`config.mk`:
```
export PLATFORM = sky130hd
export DESIGN_NAME = channel_dispatcher_flat
export DESIGN_NICKNAME = d
export VERILOG_FILES = /design/src/rtl/channel_dispatcher_pkg.sv /design/src/rtl/channel_dispatcher_if.sv /design/src/rtl/channel_dispatcher_rr_picker.sv /design/src/rtl/channel_dispatcher.sv /design/src/flat_wrapper.sv
export SDC_FILE = /design/constraint.sdc
export NUM_CORES = 1
export LEC_CHECK = 0
export CORE_MARGIN = 2
export CORE_UTILIZATION = 35
export CTS_BUF_LIST = sky130_fd_sc_hd__clkbuf_16
export CTS_CLUSTER_SIZE = 28
export DETAILED_ROUTE_END_ITERATION = 7
export PLACE_DENSITY = 0.64
export SETUP_SLACK_MARGIN = 0.15
export SKIP_LAST_GASP = 1
export SLEW_MARGIN = 20
export SYNTH_ARGS = -nofsm -noshare
export SYNTH_HDL_FRONTEND = slang
export SYNTH_HIERARCHICAL = 1
export SYNTH_SLANG_ARGS = --single-unit
```
`constraint.sdc`:
```
create_clock -name i_clk -period 7.7 [get_ports i_clk]
set_input_delay 1.54 -clock i_clk [delete_from_list [all_inputs] [get_ports i_clk]]
set_output_delay 1.54 -clock i_clk [all_outputs]
set_load 0.05 [all_outputs]
```
`src/rtl/channel_dispatcher_pkg.sv`:
```
// Width helpers shared by the channel dispatcher, its interface and its round-robin picker.
// Optional feature macro: CHANNEL_DISPATCHER_STALL_CNT_EN (stall counter output).
package channel_dispatch_pkg;

   function automatic int sel_w(input int n);
      return (n > 1) ? $clog2(n) : 1;
   endfunction

   function automatic int crd_w(input int m);
      return $clog2(m + 1);
   endfunction

endpackage

```
`src/rtl/channel_dispatcher_if.sv`:
```
// Upstream payload, downstream demux beat and status signals of the channel dispatcher.
// Optional feature macro: CHANNEL_DISPATCHER_STALL_CNT_EN adds o_stall_cnt.
interface channel_dispatcher_if
   import channel_dispatch_pkg::*;
#(
   parameter int DATA_WIDTH = 16,
   parameter int NUM_OUTPUT = 8
);
   localparam int SEL_W = sel_w(NUM_OUTPUT);

   logic [DATA_WIDTH-1:0] i_data;
   logic                  i_valid;
   logic                  o_ready;
   logic                  i_credit_return [NUM_OUTPUT];
   logic [DATA_WIDTH-1:0] o_data;
   logic [SEL_W-1:0]      o_sel;
   logic                  o_valid;
   logic                  o_credit_err;
`ifdef CHANNEL_DISPATCHER_STALL_CNT_EN
   logic [31:0]           o_stall_cnt;

   modport master (
      output i_data, i_valid, i_credit_return,
      input  o_ready, o_data, o_sel, o_valid, o_credit_err, o_stall_cnt
   );

   modport slave (
      input  i_data, i_valid, i_credit_return,
      output o_ready, o_data, o_sel, o_valid, o_credit_err, o_stall_cnt
   );
`else
   modport master (
      output i_data, i_valid, i_credit_return,
      input  o_ready, o_data, o_sel, o_valid, o_credit_err
   );

   modport slave (
      input  i_data, i_valid, i_credit_return,
      output o_ready, o_data, o_sel, o_valid, o_credit_err
   );
`endif

endinterface

```
`src/rtl/channel_dispatcher_rr_picker.sv`:
```
// Purely combinational round-robin search: first eligible index at or above ptr, wrapping at N-1.
module rr_picker #(
   parameter int N     = 8,
   parameter int SEL_W = 3
) (
   input  logic             eligible [N],
   input  logic [SEL_W-1:0] ptr,
   output logic             any,
   output logic [SEL_W-1:0] idx
);

   function automatic logic [SEL_W-1:0] wrap_add(input logic [SEL_W-1:0] base, input int off);
      int s;
      s = int'(base) + off;
      if (s >= N) s = s - N;
      return SEL_W'(s);
   endfunction

   // Scan from the farthest offset down so the nearest eligible channel wins last.
   always_comb begin
      // NOTE: defaults before the loop keep every path assigned, so no latch is inferred.
      any = 1'b0;
      idx = '0;
      for (int k = N - 1; k >= 0; k--) begin
         if (eligible[wrap_add(ptr, k)]) begin
            any = 1'b1;
            idx = wrap_add(ptr, k);
         end
      end
   end

endmodule

```
`src/rtl/channel_dispatcher.sv`:
```
// Credit-based round-robin dispatcher feeding a registered beat to a 1-to-N demux.
// Optional feature macro: CHANNEL_DISPATCHER_STALL_CNT_EN adds a saturating 32-bit stall counter.
module channel_dispatcher
   import channel_dispatch_pkg::*;
#(
   parameter int DATA_WIDTH = 16,
   parameter int NUM_OUTPUT = 8,
   parameter int CREDIT_MAX = 4
) (
   input  logic i_clk,
   input  logic i_rst,
   channel_dispatcher_if.slave bus
);

   localparam int SEL_W = sel_w(NUM_OUTPUT);
   localparam int CRD_W = crd_w(CREDIT_MAX);
   localparam logic [CRD_W-1:0] CRD_FULL = CRD_W'(CREDIT_MAX);
   localparam logic [SEL_W-1:0] LAST_IDX = SEL_W'(NUM_OUTPUT - 1);

   logic [CRD_W-1:0]      credit_q [NUM_OUTPUT];
   logic [CRD_W-1:0]      credit_d [NUM_OUTPUT];
   logic                  eligible [NUM_OUTPUT];
   logic [SEL_W-1:0]      rr_ptr_q, rr_ptr_d;
   logic [DATA_WIDTH-1:0] data_q, data_d;
   logic [SEL_W-1:0]      sel_q, sel_d;
   logic                  valid_q, valid_d;
   logic                  err_q, err_d;
   logic                  pick_any;
   logic [SEL_W-1:0]      pick_idx;
   logic                  accept;

   // Eligibility comes only from registered credits; returns are never forwarded.
   always_comb begin
      for (int i = 0; i < NUM_OUTPUT; i++) begin
         eligible[i] = (credit_q[i] != '0);
      end
   end

   rr_picker #(
      .N     (NUM_OUTPUT),
      .SEL_W (SEL_W)
   ) u_rr_picker (
      .eligible (eligible),
      .ptr      (rr_ptr_q),
      .any      (pick_any),
      .idx      (pick_idx)
   );

   assign accept = bus.i_valid && pick_any;

   always_comb begin
      data_d   = data_q;
      sel_d    = sel_q;
      valid_d  = accept;
      rr_ptr_d = rr_ptr_q;
      err_d    = err_q;
      if (accept) begin
         data_d   = bus.i_data;
         sel_d    = pick_idx;
         rr_ptr_d = (pick_idx == LAST_IDX) ? '0 : pick_idx + 1'b1;
      end
      for (int i = 0; i < NUM_OUTPUT; i++) begin
         credit_d[i] = credit_q[i];
         if (accept && (pick_idx == SEL_W'(i)) && !bus.i_credit_return[i]) begin
            credit_d[i] = credit_q[i] - 1'b1;
         end else if (bus.i_credit_return[i] && !(accept && (pick_idx == SEL_W'(i)))) begin
            if (credit_q[i] == CRD_FULL) begin
               err_d = 1'b1;
            end else begin
               credit_d[i] = credit_q[i] + 1'b1;
            end
         end
      end
   end

   // NOTE: the credit array is a bank of flops, not a RAM, so it is reset to full like any other state.
   always_ff @(posedge i_clk or posedge i_rst) begin
      if (i_rst) begin
         data_q   <= '0;
         sel_q    <= '0;
         valid_q  <= 1'b0;
         rr_ptr_q <= '0;
         err_q    <= 1'b0;
         for (int i = 0; i < NUM_OUTPUT; i++) begin
            credit_q[i] <= CRD_FULL;
         end
      end else begin
         // NOTE: non-blocking assignments so every flop samples the pre-edge state.
         data_q   <= data_d;
         sel_q    <= sel_d;
         valid_q  <= valid_d;
         rr_ptr_q <= rr_ptr_d;
         err_q    <= err_d;
         for (int i = 0; i < NUM_OUTPUT; i++) begin
            credit_q[i] <= credit_d[i];
         end
      end
   end

   assign bus.o_ready      = pick_any;
   assign bus.o_data       = data_q;
   assign bus.o_sel        = sel_q;
   assign bus.o_valid      = valid_q;
   assign bus.o_credit_err = err_q;

`ifdef CHANNEL_DISPATCHER_STALL_CNT_EN
   logic [31:0] stall_q, stall_d;

   always_comb begin
      stall_d = stall_q;
      if (bus.i_valid && !pick_any && (stall_q != '1)) begin
         stall_d = stall_q + 1'b1;
      end
   end

   always_ff @(posedge i_clk or posedge i_rst) begin
      if (i_rst) begin
         stall_q <= '0;
      end else begin
         stall_q <= stall_d;
      end
   end

   assign bus.o_stall_cnt = stall_q;
`endif

endmodule

```
`src/flat_wrapper.sv`:
```
// flat-port wrapper written by rule: the top's interface ports become plain ports
module channel_dispatcher_flat import channel_dispatch_pkg::*;
#(
   parameter int DATA_WIDTH = 16,
   parameter int NUM_OUTPUT = 8,
   parameter int CREDIT_MAX = 4
)
  (i_clk, i_rst, bus_i_data, bus_i_valid, bus_i_credit_return, bus_o_ready, bus_o_data, bus_o_sel, bus_o_valid, bus_o_credit_err);
  channel_dispatcher_if #(.DATA_WIDTH(DATA_WIDTH), .NUM_OUTPUT(NUM_OUTPUT)) bus_i ();
  input  logic i_clk;
  input  logic i_rst;
  input wire logic [$bits(bus_i.i_data)-1:0] bus_i_data;
  input wire logic [$bits(bus_i.i_valid)-1:0] bus_i_valid;
  input wire logic [$bits(bus_i.i_credit_return)-1:0] bus_i_credit_return;
  output wire logic [$bits(bus_i.o_ready)-1:0] bus_o_ready;
  output wire logic [$bits(bus_i.o_data)-1:0] bus_o_data;
  output wire logic [$bits(bus_i.o_sel)-1:0] bus_o_sel;
  output wire logic [$bits(bus_i.o_valid)-1:0] bus_o_valid;
  output wire logic [$bits(bus_i.o_credit_err)-1:0] bus_o_credit_err;
  assign bus_i.i_data = bus_i_data;
  assign bus_i.i_valid = bus_i_valid;
  assign bus_i.i_credit_return = {>>{bus_i_credit_return}};
  assign bus_o_ready = bus_i.o_ready;
  assign bus_o_data = bus_i.o_data;
  assign bus_o_sel = bus_i.o_sel;
  assign bus_o_valid = bus_i.o_valid;
  assign bus_o_credit_err = bus_i.o_credit_err;
  channel_dispatcher #(.DATA_WIDTH(DATA_WIDTH), .NUM_OUTPUT(NUM_OUTPUT), .CREDIT_MAX(CREDIT_MAX)) u_core (.i_clk(i_clk), .i_rst(i_rst), .bus(bus_i));
endmodule
```
---- Word-level counts from Yosys, hierarchy flattened ----
Index checks and enable logic that the tools add are counted.
cells by class
  $lt $le $gt $ge ......................... 16
  bitwise logic cells ..................... 8
  add/sub/neg operators ................... 32
  reduce and logical (&&, ||, !) cells .... 66
  equality and inequality tests ........... 23
  multiplexer cells ....................... 97
operators with widths
  kind                                                                      number
  3-bit 2-to-1 mux                                                          41
  4-bit >= comparator (second input constant)                               15
  1-bit 2-to-1 mux                                                          48
  3-bit by 1-bit subtractor with 3-bit output (second input constant)       16
  3-bit == test (second input constant)                                     12
  3-bit NOT with 4-bit output                                               8
  3-bit by 1-bit adder with 3-bit output (second input constant)            9
  1-bit logical AND                                                         25
  1-bit binary-select mux with 3-bit select                                 8
  3-bit nonzero test                                                        8
  3-bit by 3-bit adder with 4-bit output (second input constant)            4
  1-bit zero test                                                           16
  2-bit by 1-bit inequality test with 1-bit output (second input constant)  8
  2-bit AND reduction                                                       8
  2-bit nonzero test                                                        8
  3-bit by 2-bit adder with 4-bit output (second input constant)            2
  3-bit by 2-bit == test with 1-bit output (second input constant)          2
  3-bit by 1-bit adder with 4-bit output (second input constant)            1
  3-bit by 4-bit >= comparator with 1-bit output (second input constant)    1
  3-bit by 1-bit == test with 1-bit output (second input constant)          1
  3-bit zero test                                                           1
storage, ports and cells
  output and inout port bits .............. 22
  logic and storage cells ................. 255
  input port bits ......................... 27
  flip-flop bits (word level) ............. 48

---- Longest topological paths before layout ----
  depth after elaboration ................. 42
  mapped depth ............................ 21
  depth with buffers taken out ............ 18

---- By module ----
The synthesis kept the hierarchy.
modules (own cells, without submodules)
  module              cells each  sequential area each (um^2)  area each (um^2)  times used
  channel_dispatcher  330         1211.2                       2852.7            1
  rr_picker           95          0.0                          889.6             1

---- Worst setup path before layout ----
OpenSTA, ideal clock, no wires.
  kind .................................... register -> output
  start point ............................. reg u_core.rr_ptr_q[0]
  end point ............................... out bus_o_ready
  required time ........................... 6160 ps
  slack ................................... 3499 ps
  path buffers ............................ 3
  data arrival time ....................... 2661 ps
  stages on the path, launching flop included .. 10
  cell sequence ........................... dfrtp_1 -> buf_6 -> buf_2 -> inv_1 -> ha_1 -> clkbuf_1 -> mux4_2 -> or2_2 -> nor4_1 -> nand3b_1
on the way
  word-level cells in the longest chain between the ends .. 15
  elaborated cells between the ends (all ways) .. 71
  classes of those cells .................. 15 x add/sub; 8 x order compare; 40 x mux; 8 x bitwise
RTL lines
  what                                                                                       RTL line                            RTL
  start, declared                                                                            channel_dispatcher.sv:23            logic [SEL_W-1:0] rr_ptr_q, rr_ptr_d;
  start signal, assigned                                                                     channel_dispatcher.sv:92            rr_ptr_q <= rr_ptr_d;
  3-bit by 3-bit adder with 4-bit output                                                     channel_dispatcher_rr_picker.sv:14  s = int'(base) + off;
  4-bit >= comparator / 3-bit by 1-bit subtractor with 3-bit output (equally long branches)  channel_dispatcher_rr_picker.sv:15  if (s >= N) s = s - N;
  3-bit 2-to-1 mux                                                                           channel_dispatcher_rr_picker.sv:15
  3-bit NOT with 4-bit output (not written as such)                                          channel_dispatcher_rr_picker.sv:25  if (eligible[wrap_add(ptr, k)]) begin
  1-bit binary-select mux with 3-bit select                                                  channel_dispatcher_rr_picker.sv:25
  1-bit 2-to-1 mux (not written as such) (2 in series)                                       channel_dispatcher_rr_picker.sv:25
  1-bit 2-to-1 mux (7 in series)                                                             channel_dispatcher_rr_picker.sv:25
  1-bit 2-to-1 mux (*)                                                                       channel_dispatcher_rr_picker.sv:25
  end, declared                                                                              flat_wrapper.sv:15                  output wire logic [$bits(bus_i.o_ready)-1:0] bus_o_ready;
Mark *: on every way between the ends. The rest lies on a longest branch, timed or not. The select of a mux whose other input is x is not followed.

---- Worst setup path in the final report ----
  start point ............................. reg u_core.rr_ptr_q[0]
  end point ............................... reg u_core/credit_q[5] (netlist name)
on the way
  word-level cells in the longest chain between the ends .. 21
  elaborated cells between the ends (all ways) .. 89
  classes of those cells .................. 15 x add/sub; 8 x order compare; 2 x eq/ne; 49 x mux; 8 x bitwise; 7 x reduce/logical
RTL lines
  what                                                                                       RTL line                                                                      RTL
  3-bit by 3-bit adder with 4-bit output                                                     channel_dispatcher_rr_picker.sv:14
  4-bit >= comparator / 3-bit by 1-bit subtractor with 3-bit output (equally long branches)  channel_dispatcher_rr_picker.sv:15
  3-bit 2-to-1 mux                                                                           channel_dispatcher_rr_picker.sv:15
  3-bit NOT with 4-bit output (not written as such)                                          channel_dispatcher_rr_picker.sv:25
  1-bit binary-select mux with 3-bit select                                                  channel_dispatcher_rr_picker.sv:25
  1-bit 2-to-1 mux (not written as such) (2 in series)                                       channel_dispatcher_rr_picker.sv:25
  3-bit 2-to-1 mux / 1-bit 2-to-1 mux (equally long branches) (8 in series)                  channel_dispatcher_rr_picker.sv:25
  3-bit == test / 1-bit logical AND (equally long branches)                                  channel_dispatcher.sv:64, channel_dispatcher.sv:66, channel_dispatcher.sv:49
  1-bit logical AND (*)                                                                      channel_dispatcher.sv:64, channel_dispatcher.sv:66
  1-bit zero test                                                                            channel_dispatcher.sv:66                                                      end else if (bus.i_credit_return[i] && !(accept && (pick_idx == SEL_W'(i)))) begin
  1-bit logical AND                                                                          channel_dispatcher.sv:66
  2-bit nonzero test (no source line)                                                        n/a
  2-bit AND reduction (no source line)                                                       n/a
  end signal, assigned by index                                                              channel_dispatcher.sv:95                                                      credit_q[i] <= credit_d[i];
  end, declared                                                                              channel_dispatcher.sv:20                                                      logic [CRD_W-1:0] credit_q [NUM_OUTPUT];
Marked as above.
A chain may end at the register's enable or synchronous reset.

==> out/results.tsv <==
stage	metric	value	unit
finish	final_net_count	527	
routing	initialDrtViolationCount	166	
floorplan	chipWidth	107	µm
finish	final_cell_mix	nand2_1 (72), inv_1 (57), clkdlybuf4s50_1 (48)	
setup_path	endpoint_kind	register	
routing	wire_per_inst	14.6	µm
logic_synthesis	synth_edf_count	0	
floorplan	start_util	0.361	
timing	fin_crit_sh	0.724	
logic_synthesis	synth_cell_types	53	
placement	portBuffers	48	
timing	final_hold_viol_count	0	
global_route	grt_pass1_wl	14700	µm
logic_synthesis	synth-seq-area-share	0.324	
setup_path	crit_required	7910	ps
logic_synthesis	synthesis.area	3740	µm²
setup_path	reg2reg_from	u_core/rr_ptr_q[0]	
global_route	grt.total_usage	0.160	
logic_synthesis	syn-num-nets	484	
finish	layout_commonest_cell	nand2_1	
hold_path	holdCritStartpoint	u_core/bus.o_data[11]	
clock_network	ctsHoldBuffers	0	
pwr	irDropWorstVdd	0.000140	V
hold_path	hp-class	reg -> reg	
logic_synthesis	yosysWarnings	6	
timing	rsz0062_at_grt	false	
setup_path	path_cells	inv_1 -> ha_1 -> mux4_2 -> or2_2 -> nor4_1 -> nand3b_1 -> nand2_1 -> inv_1 -> nand3_1 -> inv_1 -> ha_1 -> inv_1 -> fa_1 -> nor2_1 -> o21ai_0 -> a21oi_1 -> o21ai_0	
hold_path	hold_path_end	u_core/bus.o_data[11]	
clock_network	cts_root_buffer	clkbuf_16	
logic_synthesis	syn_inst	425	
logic_synthesis	syn_area_per_cell	8.81	µm²
setup_path	r2r_end	u_core/credit_q[5]	
routing	dr_wl_met3	516	µm
clock_network	cts_buffers	5	
finish	drive_above_1_share	0.0874	
run_status	outcome	finished, final reports clean	
pwr	total_power	1.83	mW
setup_path	crit_top_cell	inv_1	
logic_synthesis	ys.flop_type	dfrtp_1	
setup_path	worstSetupPathType	reg -> reg	
global_route	grt_max_degree	49	
clock_network	cts_setup_buffers	0	
global_route	gr-total-overflow	0	
timing	fmax	179	MHz
hold_path	hold_depth	2	
clock_network	clock-sinks	48	
clock_network	cts.clk_slew.worst_paths	70	ps
global_route	grt_pass1_vias	3145	
timing	tightest_slew	897	ps
floorplan	rows	37	
setup_path	cp_data_arrival_time	5780	ps
floorplan	core-area	10400	µm²
routing	wl	8850	µm
setup_path	critPathBufInv	4	
setup_path	crit_start	u_core/rr_ptr_q[0]	
timing	finClkSkew	3.05	ps
timing	drv_slew	0	
floorplan	io_pins	49	
logic_synthesis	synth_seq_cells	48	
setup_path	critPathTopFamily	simple AND/OR/NAND/NOR gates	
floorplan	die_y	107	µm
setup_path	path_max_fanout	29	
routing	drtAntennaViolNets	0	
pwr	power_leakage	1.96	nW
clock_network	clock_latency	290	ps
finish	syn_to_final_growth	19.0	%
timing	fin_crit	5570	ps
routing	remaining_drc_errors	0	
routing	top_layer_used	met4	
routing	vias_per_cell	5.18	
clock_network	clk_path_buf_depth	2	
setup_path	crit_slowest_cell	dfrtp_1	
timing	slew_headroom	0.401	
global_route	antenna_found_initial	0	
pwr	powerDensity	411	nW/µm²
clock_network	cts_tree	built	
finish	antenna_cells	0	
setup_path	start_kind	register	
placement	hpwl	6620	µm
setup_path	cp_slowest_stage_delay	840	ps
clock_network	cts_max_level	2	
placement	place_congestion	0.935	
clock_network	cts_resized	0	
floorplan	die-area	11500	µm²
routing	wl_met2	4330	µm
setup_path	rrSetupSlack	2130	ps
logic_synthesis	synthArstFlopShare	1.00	
routing	dr.pass1.iters	4	
timing	finalSetupTns	0	ps
run	cap_violations	0	
routing	wl_met1	3880	µm
setup_path	reg2reg_depth	17	
routing	vias	3136	
timing	setup_viol	0	
[stage by stage]
step           utilization  instances  hold slack, ps  area (µm²)  setup WS (ps)
6_report             0.429        605             483        4450           2130
5_1_grt              0.429        605             501        4450           1590
4_1_cts              0.429        605             485        4450           2090
3_5_place_dp         0.416        597             463        4310           2150
3_3_place_gp         0.416        597             458        4310           2310
2_1_floorplan            -        425             445        3740           3500
[routing by layer]
layer | vias up | track usage
met5 | - | 0
met4 | 0 | 0.0549
met3 | 12 | 0.0400
met2 | 78 | 0.284
met1 | 1495 | 0.187
li1 | 1551 | -
[cells in the mapped netlist (3+ instances only)]
library cell	instances	area (µm²)
dfstp_2	8	210
mux2_2	5	56.3
nand3_1	8	40.0
a31oi_1	11	68.8
or3_1	7	43.8
buf_2	7	35.0
or2_2	3	18.8
nor3b_1	3	22.5
a21oi_1	35	175
dfrtp_1	40	1000
nand2_1	72	270
nand2b_1	11	68.8
o211ai_1	9	67.6
mux2i_1	3	30.0
o21ai_0	23	115
nor2_1	28	105
xnor2_1	3	26.3
nor3_1	3	15.0
inv_1	58	218
mux4_2	7	158
fa_1	8	160
ha_1	24	300
mux4_1	4	105
nand3b_1	5	37.5
[logic make-up after synthesis]
| kind of cell | Yosys count | synth area share |
|---|---|---|
| AO/OA/AOI/OAI | 97 | 0.164 |
| AND/OR/NAND/NOR | 153 | 0.197 |
| flip-flops | 48 | 0.324 |
| buffers and inverters | 70 | 0.0796 |
| adder cells (fa/ha/maj) | 32 | 0.123 |
| XOR/XNOR | 4 | 0.00936 |
| multiplexers | 21 | 0.103 |
[area by class of cell]
class                   instances  area, µm²
multi-input cells             307       2230
repair buffers                 48        480
inverters                      58        219
flip-flops and latches         48       1210
clock buffers                   5        125
clock inverters                 3       13.8
well taps                     136        170
fillers                      1031       5920
[sequential cells by signal, summed over array words and instances (netlist names)]
signal	count
u_core/rr_ptr_q	3
u_core/bus.o_credit_err	1
u_core/credit_q	24
u_core/bus.o_sel	3
u_core/bus.o_data	16
u_core/bus.o_valid	1
[worst max path at each step]
| stage | to | cells past startpoint | slack [ps] |
|---|---|---|---|
| 2_1_floorplan | bus_o_ready | 9 | 3500 |
| 3_3_place_gp | u_core/credit_q[5] | 17 | 2310 |
| 3_5_place_dp | u_core/credit_q[5] | 17 | 2150 |
| 4_1_cts | u_core/credit_q[5] | 17 | 2090 |
| 5_1_grt | u_core/credit_q[5] | 17 | 1590 |
| 6_report | u_core/credit_q[5] | 17 | 2130 |
[worst min-delay path, stage by stage (launching register included)]
cell     delay (ps)
dfrtp_1         350
nand2_1          50
nand2_1          60
[report_power, final]
part / switching, mW / internal, mW / leakage, nW
clock: 0.0945 / 0.118 / 0.0710
combinational: 0.644 / 0.478 / 1.32
sequential: 0.138 / 0.359 / 0.566
total: 0.876 / 0.955 / 1.96
Power figures use the tool's default switching activity.
